===== src/rtl/countdown_pkg.sv =====
// Shared types and helpers for the cascaded countdown timer.
package countdown_pkg;
  typedef enum logic [1:0] {
    ST_IDLE = 2'd0,
    ST_RUN  = 2'd1,
    ST_DONE = 2'd2
  } state_t;

  localparam int DEF_W   = 7;
  localparam int DEF_MOD = 10;

  // Out-of-range digits are pinned to the largest legal digit.
  function automatic int unsigned clamp_mod(int unsigned d, int unsigned m);
    return (d >= m) ? m - 1 : d;
  endfunction
endpackage


===== src/rtl/countdown_timer_down_stage.sv =====
// One mod-MOD down-counting digit; o_borrow is combinational so stages can chain.
module down_stage
  import countdown_pkg::*;
#(
  parameter int W   = DEF_W,
  parameter int MOD = DEF_MOD
) (
  input  logic         i_clk,
  input  logic         i_rst_n,
  input  logic         i_load,
  input  logic [W-1:0] i_d,
  input  logic         i_dec,
  output logic [W-1:0] o_q,
  output logic         o_borrow,
  output logic         o_is_zero
);
  logic [W-1:0] r_q;

  assign o_q       = r_q;
  assign o_is_zero = (r_q == '0);
  assign o_borrow  = i_dec && o_is_zero && !i_load;

  always_ff @(posedge i_clk) begin
    if (!i_rst_n)   r_q <= '0;
    else if (i_load) r_q <= W'(clamp_mod(32'(i_d), MOD));
    else if (i_dec)  r_q <= o_is_zero ? W'(MOD - 1) : r_q - W'(1);
  end
endmodule


===== src/rtl/countdown_timer.sv =====
// Three-digit cascaded down-counter with prescaler, IDLE/RUN/DONE control and optional auto-reload.
module countdown_timer
  import countdown_pkg::*;
#(
  parameter int W           = DEF_W,
  parameter int MOD0        = DEF_MOD,
  parameter int MOD1        = DEF_MOD,
  parameter int MOD2        = DEF_MOD,
  parameter int TICK_DIV    = 1,
  parameter int AUTO_RELOAD = 0
) (
  input  logic         clk,
  input  logic         reset,
  input  logic         load,
  input  logic [W-1:0] d0,
  input  logic [W-1:0] d1,
  input  logic [W-1:0] d2,
  input  logic         enable,
  output logic [W-1:0] q0,
  output logic [W-1:0] q1,
  output logic [W-1:0] q2,
  output logic         borrow0,
  output logic         borrow1,
  output logic         busy,
  output logic         done,
  output logic         expired
);
  localparam int PW = (TICK_DIV > 1) ? $clog2(TICK_DIV) : 1;

  state_t         r_state, w_state_nxt;
  logic [PW-1:0]  r_pre;
  logic [W-1:0]   r_rld0, r_rld1, r_rld2;
  logic [W-1:0]   w_ld0, w_ld1, w_ld2;
  logic           r_b0, r_b1, r_done;
  logic           w_z0, w_z1, w_z2, w_zero;
  logic           w_active, w_tick, w_last, w_reload;
  logic           w_stage_ld, w_dec0, w_b0, w_b1, w_unused_b2, w_done_nxt;

  assign w_zero   = w_z0 && w_z1 && w_z2;
  // Counting starts on the cycle enable is seen in IDLE, so that cycle already spends a prescaler step.
  assign w_active = enable && (r_state == ST_RUN || (r_state == ST_IDLE && !w_zero));
  assign w_tick   = w_active && (r_pre == PW'(TICK_DIV - 1));
  assign w_last   = w_tick && (q0 == W'(1)) && w_z1 && w_z2;
  assign w_reload = w_last && (AUTO_RELOAD != 0) && !load &&
                    ({r_rld2, r_rld1, r_rld0} != '0);

  assign w_stage_ld = load || w_reload;
  assign w_dec0     = w_tick && !load;
  assign w_ld0      = load ? d0 : r_rld0;
  assign w_ld1      = load ? d1 : r_rld1;
  assign w_ld2      = load ? d2 : r_rld2;

  down_stage #(.W(W), .MOD(MOD0)) u_s0 (
    .i_clk(clk), .i_rst_n(reset), .i_load(w_stage_ld), .i_d(w_ld0), .i_dec(w_dec0),
    .o_q(q0), .o_borrow(w_b0), .o_is_zero(w_z0));
  down_stage #(.W(W), .MOD(MOD1)) u_s1 (
    .i_clk(clk), .i_rst_n(reset), .i_load(w_stage_ld), .i_d(w_ld1), .i_dec(w_b0),
    .o_q(q1), .o_borrow(w_b1), .o_is_zero(w_z1));
  // Stage 2 never borrows: the expiry tick stops the chain before 0/0/0 can underflow.
  down_stage #(.W(W), .MOD(MOD2)) u_s2 (
    .i_clk(clk), .i_rst_n(reset), .i_load(w_stage_ld), .i_d(w_ld2), .i_dec(w_b1),
    .o_q(q2), .o_borrow(w_unused_b2), .o_is_zero(w_z2));

  always_ff @(posedge clk) begin
    if (!reset) begin
      r_pre  <= '0;
      r_rld0 <= '0;
      r_rld1 <= '0;
      r_rld2 <= '0;
      r_b0   <= 1'b0;
      r_b1   <= 1'b0;
      r_done <= 1'b0;
    end else begin
      if (load || w_tick) r_pre <= '0;
      else if (w_active)  r_pre <= r_pre + PW'(1);
      if (load) begin
        r_rld0 <= W'(clamp_mod(32'(d0), MOD0));
        r_rld1 <= W'(clamp_mod(32'(d1), MOD1));
        r_rld2 <= W'(clamp_mod(32'(d2), MOD2));
      end
      r_b0   <= w_b0;
      r_b1   <= w_b1;
      r_done <= w_done_nxt;
    end
  end

  always_ff @(posedge clk) begin
    if (!reset) r_state <= ST_IDLE;
    else        r_state <= w_state_nxt;
  end

  always_comb begin
    w_state_nxt = r_state;
    if (load) w_state_nxt = ST_IDLE;
    else begin
      case (r_state)
        ST_IDLE: if (enable) w_state_nxt = (w_zero || (w_last && !w_reload)) ? ST_DONE : ST_RUN;
        ST_RUN:  if (w_last && !w_reload) w_state_nxt = ST_DONE;
        ST_DONE: w_state_nxt = ST_DONE;
        default: w_state_nxt = ST_IDLE;
      endcase
    end
  end

  always_comb begin
    busy       = (r_state == ST_RUN);
    expired    = (r_state == ST_DONE);
    w_done_nxt = !load && ((r_state == ST_IDLE && enable && w_zero) || w_last);
  end

  assign borrow0 = r_b0;
  assign borrow1 = r_b1;
  assign done    = r_done;
endmodule


===== config.mk =====
export PLATFORM = sky130hd
export DESIGN_NAME = countdown_timer
export DESIGN_NICKNAME = d
export VERILOG_FILES = /design/src/rtl/countdown_pkg.sv /design/src/rtl/countdown_timer_down_stage.sv /design/src/rtl/countdown_timer.sv
export SDC_FILE = /design/constraint.sdc
export NUM_CORES = 1
export LEC_CHECK = 0
export BUFFER_PORTS_ARGS = -buffer_cell sky130_fd_sc_hd__buf_2
export CAP_MARGIN = 40
export CORE_MARGIN = 2
export CORE_UTILIZATION = 30
export CTS_CLUSTER_DIAMETER = 80
export DETAILED_ROUTE_END_ITERATION = 16
export PLACE_DENSITY = 0.46
export REMOVE_ABC_BUFFERS = 1
export SETUP_SLACK_MARGIN = 0.5
export SLEW_MARGIN = 5
export SYNTH_ARGS = -nofsm -noshare
export SYNTH_HDL_FRONTEND = slang
export SYNTH_HIERARCHICAL = 1
export SYNTH_SLANG_ARGS = --single-unit

===== constraint.sdc =====
create_clock -name clk -period 6.54 [get_ports clk]
set_clock_uncertainty 0.2 [all_clocks]
set_input_delay 1.308 -clock clk [delete_from_list [all_inputs] [get_ports clk]]
set_output_delay 1.308 -clock clk [all_outputs]
set_load 0.03 [all_outputs]

==> results of run 1 <==
-- worst register-to-register path: stages (launching register included) --
cell      delay [ns]
dfxtp_1         0.44
inv_1           0.11
ha_1            0.18
nor3b_1         0.19
nand2_1         0.11
inv_1           0.04
nand3_1         0.14
a21o_1          0.18
nor4b_1         0.49
nand2b_1        0.23
nor2_1          0.29
nand2b_1        0.18
nor2_1          0.29
nor2_1          0.16
or4_2           0.57
a21oi_1         0.15
-- per-layer routing --
metal,up-vias,global-route usage
li1,1251,-
met1,1135,0.1878
met2,36,0.2167
met3,2,0.02670
met4,0,0.02845
met5,-,0
-- area by class of cell --
| class | count | area (sq um) | share of cell area |
|---|---|---|---|
| flip-flops and latches | 48 | 960.9 | 0.3042 |
| clock buffers | 6 | 82.58 | 0.02614 |
| clock inverters | 2 | 13.76 | 0.004356 |
| repair buffers | 51 | 257.7 | 0.08158 |
| inverters | 24 | 90.09 | 0.02851 |
| well taps | 108 | 135.1 | 0.04277 |
| multi-input cells | 233 | 1619 | 0.5125 |
-- power groups by stage --
stage               sequential [uW]  clock [uW]  combinational (uW)
floorplan                       343           0                 103
global placement                329           0                 167
detailed placement              329           0                 168
CTS                             323         202                 168
global route                    325         211                 186
finish                          322         193                 167
-- stage by stage --
step / instance area (sq um) / hold WS (ns) / cells
final: 3159 / 0.2576 / 472
after global routing: 3159 / 0.2813 / 472
after CTS: 3159 / 0.2597 / 472
after detailed placement: 3063 / 0.2398 / 464
after global placement: 3063 / 0.2386 / 464
after floorplan: 2670 / 0.2199 / 305
-- registers in the layout, summed over array words and instances, names as in the netlist --
name and count:
r_rld2 7, u_s2/o_q 7, r_pre 1, r_rld0 7
r_rld1 7, u_s0/o_q 7, borrow1 1, r_state 2
u_s1/o_q 7, done 1, borrow0 1
-- path summary, 6_finish.rpt --
| check | slack (ns) | end | depth (start not counted) | from |
|---|---|---|---|---|
| worst max register to register | 2.51 | u_s2/o_q[4] | 15 | u_s0/o_q[1] |
| worst min-delay path | 0.26 | r_pre | 2 | r_pre |
| worst min register to register | 0.26 | r_pre | 2 | r_pre |
| worst max-delay path | 2.51 | u_s2/o_q[4] | 15 | u_s0/o_q[1] |
==> key figures, run 1 <==
Detailed routing
  – WL/cell: 14.00 um
  – Drt pass-1 iters: 4
  – # DRC: 0
  – Antenna viol nets, final: 0
  – Starting DRT DRC Count: 71
  – Vias: 2424
  – WL final: 6.608 mm
  – Wl on met1: 3.383 mm
  – Met2 wire length: 2.981 mm
  – Met3 wire length: 207 um
  – Via density per instance: 5.136
  – Top layer in use: met4

Cells and area
  – Commonest non-fill, non-tap cells in the layout: buf_2 (50), dfxtp_1 (48), nand2_1 (26)
  – Finished Core Util: 0.3605
  – ANT cells: 0
  – Final nets: 398
  – Fill cells: 933
  – Area Growth Syn to Fin: 15.99%
  – Commonest non-fill, non-tap cell in the layout: buf_2
  – Layout cells sized above 1: 0.2445

Clocking
  – Post-cts sizing count: 0
  – CTS tree: done
  – Total CTS buffers: 5
  – Clock Pin Slew Worst Setup and Hold Paths: 0.09 ns
  – CTS Sinks: 48
  – Hold_buf cts: 0
  – Post-CTS Setup Bufs: 0
  – CTS H-tree depth: 2
  – Clk Tree Root Cell: clkbuf_8
  – CTS max path bufs: 2
  – Worst-Skew Late Latency: 0.30 ns

Critical path
  – CP max stage cell: or4_2
  – Cell Chain, Critical Path: inv_1, ha_1, nor3b_1, nand2_1, inv_1, nand3_1, a21o_1, nor4b_1, nand2b_1, nor2_1, nand2b_1, nor2_1, nor2_1, or4_2, a21oi_1
  – Crit Path Category: reg -> reg
  – Worst-path fanout max: 6
  – Dominant cell type by count on the critical path: nor2_1
  – Worst path bufs/invs: 2
  – Critical Path Source Type: flip-flop
  – Worst Path Required: 6.57 ns
  – Crit path capture type: flip-flop
  – CP arrival: 4.06 ns
  – Cell family with most CP delay: simple AND/OR/NAND/NOR gates
  – CP max stage delay: 0.57 ns

GRT
  – Grt ovf: 0
  – Initial antenna violation count: 0
  – Pin count of the biggest net entering global routing: 57
  – First-pass GRT wire length: 11.01 mm
  – Number of global-route vias before repair: 2270
  – GR Util All Layers: 0.1347

Timing
  – RSZ-0062 raised after global routing: no
  – Final TNS setup: 0 ns
  – Final period utilization: 0.6161
  – Fmax: 248.2 MHz
  – Fin. Hold Viols: 0
  – # setup viols final: 0
  – Final WS setup: 2.511 ns
  – Slew headroom: 0.5277
  – Final Max Slew Viols: 0
  – Clock period minus worst slack: 4.029 ns
  – Worst-Margin Slew: 0.7069 ns

Run status
  – Status: complete, no violations

Power
  – Lkg Pwr: 0.001307 uW
  – Power per cell area: 216.2 nW/um^2
  – Pwr Total: 683.0 uW
  – VDD IR max: 0.00009551 V
  – Int Pwr: 459.1 uW
  – Sw power: 223.9 uW
  – Clock share of power: 0.283
  – Comb pwr share: 0.245
  – Seq pwr share: 0.472
  – Sw Share: 0.3278

Place
  – Hpwl dp: 4.829 mm
  – Placement Setup Slack: 2.390 ns
  – Gp weighted congestion: 0.8300
  – I/O Buffers: 50

Synth
  – Yosys warnings: 6
  – Synth Cell Area: 2724 sq um
  – Syn Area/Cell: 8.702 sq um
  – Syn Inst Count: 313

Worst hold path
  – Hold crit path type: reg -> reg

Floorplanning
  – Die area: 9858 sq um
  – Die W: 99.29 um
  – Num rows: 34
  – Initial Utilization: 0.3108
  – IO Pins: 51
  – Chip height: 99.29 um
  – Core area: 8763 sq um

Flow run
  – Maxcap violations: 0
No activity file was read; power rests on OpenSTA's default activity.
==> run 2: changes to the inputs <==
PLACE_DENSITY = 0.48   (was 0.46)
clock period = 3.68 ns   (was 6.54 ns; I/O delays follow)
==> key figures, run 2 (synthesis gave the netlist of run 1 again) <==
Run status
  – Status: complete, no violations

Power
  – Lkg Pwr: 0.001403 uW
  – Comb pwr share: 0.271
  – Sw power: 404.0 uW
  – Power per cell area: 372.2 nW/um^2
  – VDD IR max: 0.0001347 V
  – Clock share of power: 0.271
  – Sw Share: 0.3239
  – Int Pwr: 843.3 uW
  – Seq pwr share: 0.458

Detailed routing
  – Via density per instance: 5.088
  – Drt pass-1 iters: 4
  – Vias: 2483
  – Antenna viol nets, final: 0
  – Starting DRT DRC Count: 114
  – # DRC: 0
  – WL final: 6.840 mm
  – WL/cell: 14.02 um

Floorplanning
  – Die W: 99.29 um
  – IO Pins: 51
  – Initial Utilization: 0.3108
  – Die area: 9858 sq um
  – Num rows: 34
  – Chip height: 99.29 um
  – Core area: 8763 sq um

Cells and area
  – Final nets: 414
  – Commonest non-fill, non-tap cells in the layout: buf_2 (50), dfxtp_1 (44), nand2_1 (26)
  – ANT cells: 0
  – Layout cells sized above 1: 0.3079
  – Finished Core Util: 0.3824
  – Post-Layout Inst Area: 3351 sq um
  – Area Growth Syn to Fin: 23.01%
  – Commonest non-fill, non-tap cell in the layout: buf_2

Timing
  – Final TNS setup: 0 ns
  – # setup viols final: 0
  – Final period utilization: 0.8240
  – Slew headroom: 0.5754
  – Fin. Hold Viols: 0
  – Clock period minus worst slack: 3.032 ns
  – RSZ-0062 raised after global routing: no
  – Worst-Margin Slew: 0.6357 ns
  – Fmax: 329.8 MHz
  – Final Max Slew Viols: 0

GRT
  – GR Util All Layers: 0.1417
  – Number of global-route vias before repair: 2400
  – First-pass GRT wire length: 11.59 mm
  – Initial antenna violation count: 0
  – Met2 Resource Use GR: 0.2152
  – Grt ovf: 0
  – Met1 usage: 0.1961
  – Grt met3 use: 0.03233
  – Pin count of the biggest net entering global routing: 57
  – Top Usage Layer GRT: met2

Clocking
  – CTS tree: done
  – Clk Tree Root Cell: clkbuf_8
  – Worst-Skew Late Latency: 0.30 ns
  – CTS max path bufs: 2
  – Clock Pin Slew Worst Setup and Hold Paths: 0.10 ns
  – Total CTS buffers: 5
  – CTS H-tree depth: 2
  – CTS Sinks: 48
  – Hold_buf cts: 0

Critical path
  – Crit Path Category: reg -> reg
  – Worst Path Required: 3.72 ns
  – Critical Path Source Type: flip-flop
  – R2R depth: 15
  – Reg-to-Reg Start: u_s1/o_q[0]
  – Cell Chain, Critical Path: inv_1, ha_1, nor3b_2, nand2_1, inv_1, nand3_2, a21o_1, nor4b_4, nand2b_1, nor2_2, nand2b_1, nor2_2, nor2_2, or4_2, a21oi_1
  – Crit path capture type: flip-flop
  – Worst-path fanout max: 6
  – CP max stage cell: or4_2
  – Dominant cell type by count on the critical path: nor2_2
  – CP max stage delay: 0.54 ns
  – R2r endpoint: u_s2/o_q[4]
  – Worst reg-to-reg setup slack: 0.65 ns
  – CP arrival: 3.07 ns

Place
  – Placed Area: 3158 sq um
  – Gp weighted congestion: 0.8236
  – Hpwl dp: 4.939 mm
  – I/O Buffers: 50

Worst hold path
  – Hold crit path type: reg -> reg
  – Worst hold path stage count: 1
  – Worst hold path startpoint: r_rld2[4]
  – WHS Endpoint: r_rld2[4]

Flow run
  – Maxcap violations: 0
-- run 2: changes by cell type in the layout (fill, tap and decap cells not counted), sizes merged --
cell and delta:
clkinvlp +1, buf +16, clkinv -1, clkbuf +1, inv -1
-- run 2: metal layers --
| metal | wire length [um] | up-vias |
|---|---|---|
| li1 | - | 1279 |
| met1 | 3545 | 1149 |
| met2 | 2921 | 49 |
| met3 | 277 | 6 |
| met4 | 95 | 0 |
| met5 | 0 | - |
-- run 2: how the worst max path moves through the flow --
stage / endpoint / slack, ns / depth (start not counted) / startpoint
after CTS: u_s2/o_q[4] / 0.47 / 15 / u_s1/o_q[1]
after detailed placement: u_s2/o_q[4] / 0.14 / 15 / u_s0/o_q[0]
after global routing: u_s2/o_q[4] / 0.46 / 15 / u_s1/o_q[0]
after global placement: u_s2/o_q[4] / 0.35 / 15 / u_s0/o_q[0]
final: u_s2/o_q[4] / 0.65 / 15 / u_s1/o_q[0]
after floorplan: u_s2/o_q[4] / 0.01 / 15 / u_s0/o_q[1]
-- run 2: area by class of cell --
type / count / area (sq um)
clock buffers: 7 / 86.33
clock inverters: 1 / 7.507
fillers: 913 / 5413
inverters: 24 / 90.09
multi-input cells: 233 / 1668
flip-flops and latches: 48 / 973.4
well taps: 108 / 135.1
repair buffers: 67 / 390.4
-- run 2: power groups by stage --
| stage | logic (uW) | clock network [uW] | registers [uW] |
|---|---|---|---|
| 3_5_place_dp | 318 | 0 | 583 |
| 3_3_place_gp | 320 | 0 | 582 |
| 6_report | 338 | 338 | 572 |
| 4_1_cts | 323 | 358 | 572 |
| 5_1_grt | 374 | 376 | 577 |
| 2_1_floorplan | 183 | 0 | 609 |
-- run 2: metrics by stage --
| step | worst slack [ns] | instances | power (uW) | hold slack [ns] |
|---|---|---|---|---|
| after CTS | 0.4660 | 483 | 1253 | 0.2672 |
| after detailed placement | 0.1417 | 475 | 901.3 | 0.2434 |
| final | 0.6477 | 488 | 1247 | 0.2609 |
| after global routing | 0.4635 | 488 | 1327 | 0.2722 |
| after global placement | 0.3535 | 475 | 901.8 | 0.2394 |
| after floorplan | 0.01365 | 305 | 791.7 | 0.2199 |
-- run 2: worst max-delay path: cells and delay by family (launching register included) --
kind / cells / cell delay, ns
simple gates: 10 / 1.75
fa+ha+maj: 1 / 0.19
flops: 1 / 0.38
compound gates: 2 / 0.31
buf+inv: 2 / 0.14
-- run 2: what timing repair did --
item / CTS / global route
pin swaps: 0 / 2
endpoints found under the hold margin: 0 / 0
endpoints found under the setup margin: 9 / 8
buffers inserted: 0 / 5
resized for setup: 6 / 12
==> run 3: changes to the inputs <==
PLACE_DENSITY = 0.46   (was 0.48)
clock period = 3 ns   (was 3.68 ns; I/O delays follow)
==> key figures, run 3 (synthesis gave the netlist of run 1 again) <==
Run status
  – Status: complete, no violations

Critical path
  – Critical Path Source Type: flip-flop
  – Reg-to-Reg Start: u_s0/o_q[0]
  – R2r endpoint: u_s1/o_q[6]
  – CP max stage cell: or4_4
  – CP max stage delay: 0.41 ns
  – Worst-path fanout max: 4
  – Dominant cell type by count on the critical path: buf_6
  – Worst reg-to-reg setup slack: 0.35 ns
  – Cell Chain, Critical Path: inv_2, ha_2, nor3b_4, nand2_1, inv_1, nand3_2, a21o_1, nor4b_4, nand2b_1, nor2_2, buf_4, buf_6, nor2_4, buf_6, or4_4, a21oi_2
  – Crit Path Category: reg -> reg
  – Worst Path Required: 3.05 ns
  – Crit path capture type: flip-flop
  – R2R depth: 16
  – CP arrival: 2.70 ns

Timing
  – Clock period minus worst slack: 2.655 ns
  – Slew headroom: 0.6358
  – Final TNS setup: 0 ns
  – Final WS setup: 0.3454 ns
  – RSZ-0062 raised after global routing: yes
  – Fmax: 376.7 MHz
  – Hold Slack: 0.2653 ns
  – Final Max Slew Viols: 0
  – Worst-Margin Slew: 0.5451 ns
  – Final period utilization: 0.8849
  – # setup viols final: 0
  – Fin. Hold Viols: 0

Detailed routing
  – WL final: 7.624 mm
  – Via density per instance: 4.995
  – Antenna viol nets, final: 0
  – # DRC: 0
  – Vias: 2727
  – Starting DRT DRC Count: 57
  – Drt pass-1 iters: 4
  – WL/cell: 13.96 um

Floorplanning
  – Num rows: 34
  – IO Pins: 51
  – Chip height: 99.29 um
  – Die area: 9858 sq um
  – Die W: 99.29 um
  – Core area: 8763 sq um
  – Initial Utilization: 0.3108

Cells and area
  – ANT cells: 0
  – Area Growth Syn to Fin: 49.75%
  – Commonest non-fill, non-tap cell in the layout: buf_4
  – Layout cells sized above 1: 0.5091
  – Post-Layout Inst Area: 4079 sq um
  – Final nets: 472
  – Fill cells: 875
  – Commonest non-fill, non-tap cells in the layout: buf_4 (61), buf_2 (50), dfxtp_1 (42)

Power
  – Pwr Total: 1714 uW
  – Lkg Pwr: 0.001747 uW
  – VDD IR max: 0.0001821 V
  – Power per cell area: 420.3 nW/um^2

Clocking
  – Worst-Skew Late Latency: 0.31 ns
  – Clock Pin Slew Worst Setup and Hold Paths: 0.10 ns
  – Total CTS buffers: 5
  – Clk Tree Root Cell: clkbuf_8
  – Hold_buf cts: 0
  – CTS tree: done
  – CTS Sinks: 48
  – CTS H-tree depth: 2
  – CTS max path bufs: 2

Worst hold path
  – WHS Endpoint: r_rld2[4]
  – Worst hold path startpoint: r_rld2[4]
  – Hold crit path type: reg -> reg
  – Worst hold path stage count: 1

GRT
  – Grt ovf: 0
  – First-pass GRT wire length: 12.55 mm
  – GR Util All Layers: 0.1550
  – Number of global-route vias before repair: 2620
  – Pin count of the biggest net entering global routing: 22
  – Initial antenna violation count: 0

Place
  – Placed Area: 3386 sq um
  – Placement Setup Slack: -0.1985 ns
  – Hpwl dp: 5.278 mm
  – I/O Buffers: 50
  – Gp weighted congestion: 0.7917

Flow run
  – Maxcap violations: 0
==> run 3: cell types whose count changed in the layout (fill, tap and decap cells not counted), moves of 8 or more <==
cell,delta
a21oi_2,+9
inv_2,+8
inv_1,-8
a21oi_1,-9
buf_4,+45
buf_6,+14
==> run 3: how the worst max path moves through the flow <==
stage	from	end
final	u_s0/o_q[0]	u_s1/o_q[6]
after global routing	u_s0/o_q[0]	u_s2/o_q[0]
after detailed placement	u_s1/o_q[0]	u_s2/o_q[4]
after CTS	u_s0/o_q[0]	u_s2/o_q[0]
after floorplan	u_s0/o_q[1]	u_s2/o_q[4]
after global placement	u_s1/o_q[0]	u_s2/o_q[4]
==> run 3: repair_timing <==
action,4_1_cts,5_1_grt
setup buffers,26,5
endpoints found under the hold margin,0,0
setup endpoints to repair,19,25
pin swaps,25,22
gates resized for setup,57,36
==> run 3: worst max-delay path: cells and delay by family (launching register included) <==
kind                     cells  cell delay [ns]
AO/OA/AOI/OAI                2             0.26
adder cells (fa/ha/maj)      1             0.16
AND/OR/NAND/NOR              8             1.19
flip-flops                   1             0.35
buffers and inverters        5             0.43
==> run 3: report_power, final <==
part           switching (uW)  total, uW  internal, uW  leakage (uW)
clock network             237        426           189     0.0000516
logic                     312        601           289       0.00130
registers                20.6        687           667      0.000394
==> run 3: layout make-up <==
class,count,area [sq um],area share
Clock buffer,6,82.58,0.02025
Clock inverter,2,13.76,0.003374
Sequential cell,48,968.4,0.2374
Inverter,24,90.09,0.02209
Multi-Input combinational cell,233,1923,0.4715
Tap cell,108,135.1,0.03313
Timing Repair Buffer,125,865.8,0.2123
==> run 3: metal layers <==
layer  wire length, um  GRT usage
met1              3688     0.2120
met2              3640     0.2562
met3               240    0.02881
met5                 0          0
met4                55    0.03161
==> run 3: per-stage QoR <==
stage                     std cells  utilization
after CTS                       541       0.4416
after floorplan                 305            -
after global placement          507       0.3864
final                           546       0.4654
after global routing            546       0.4654
after detailed placement        507       0.3864
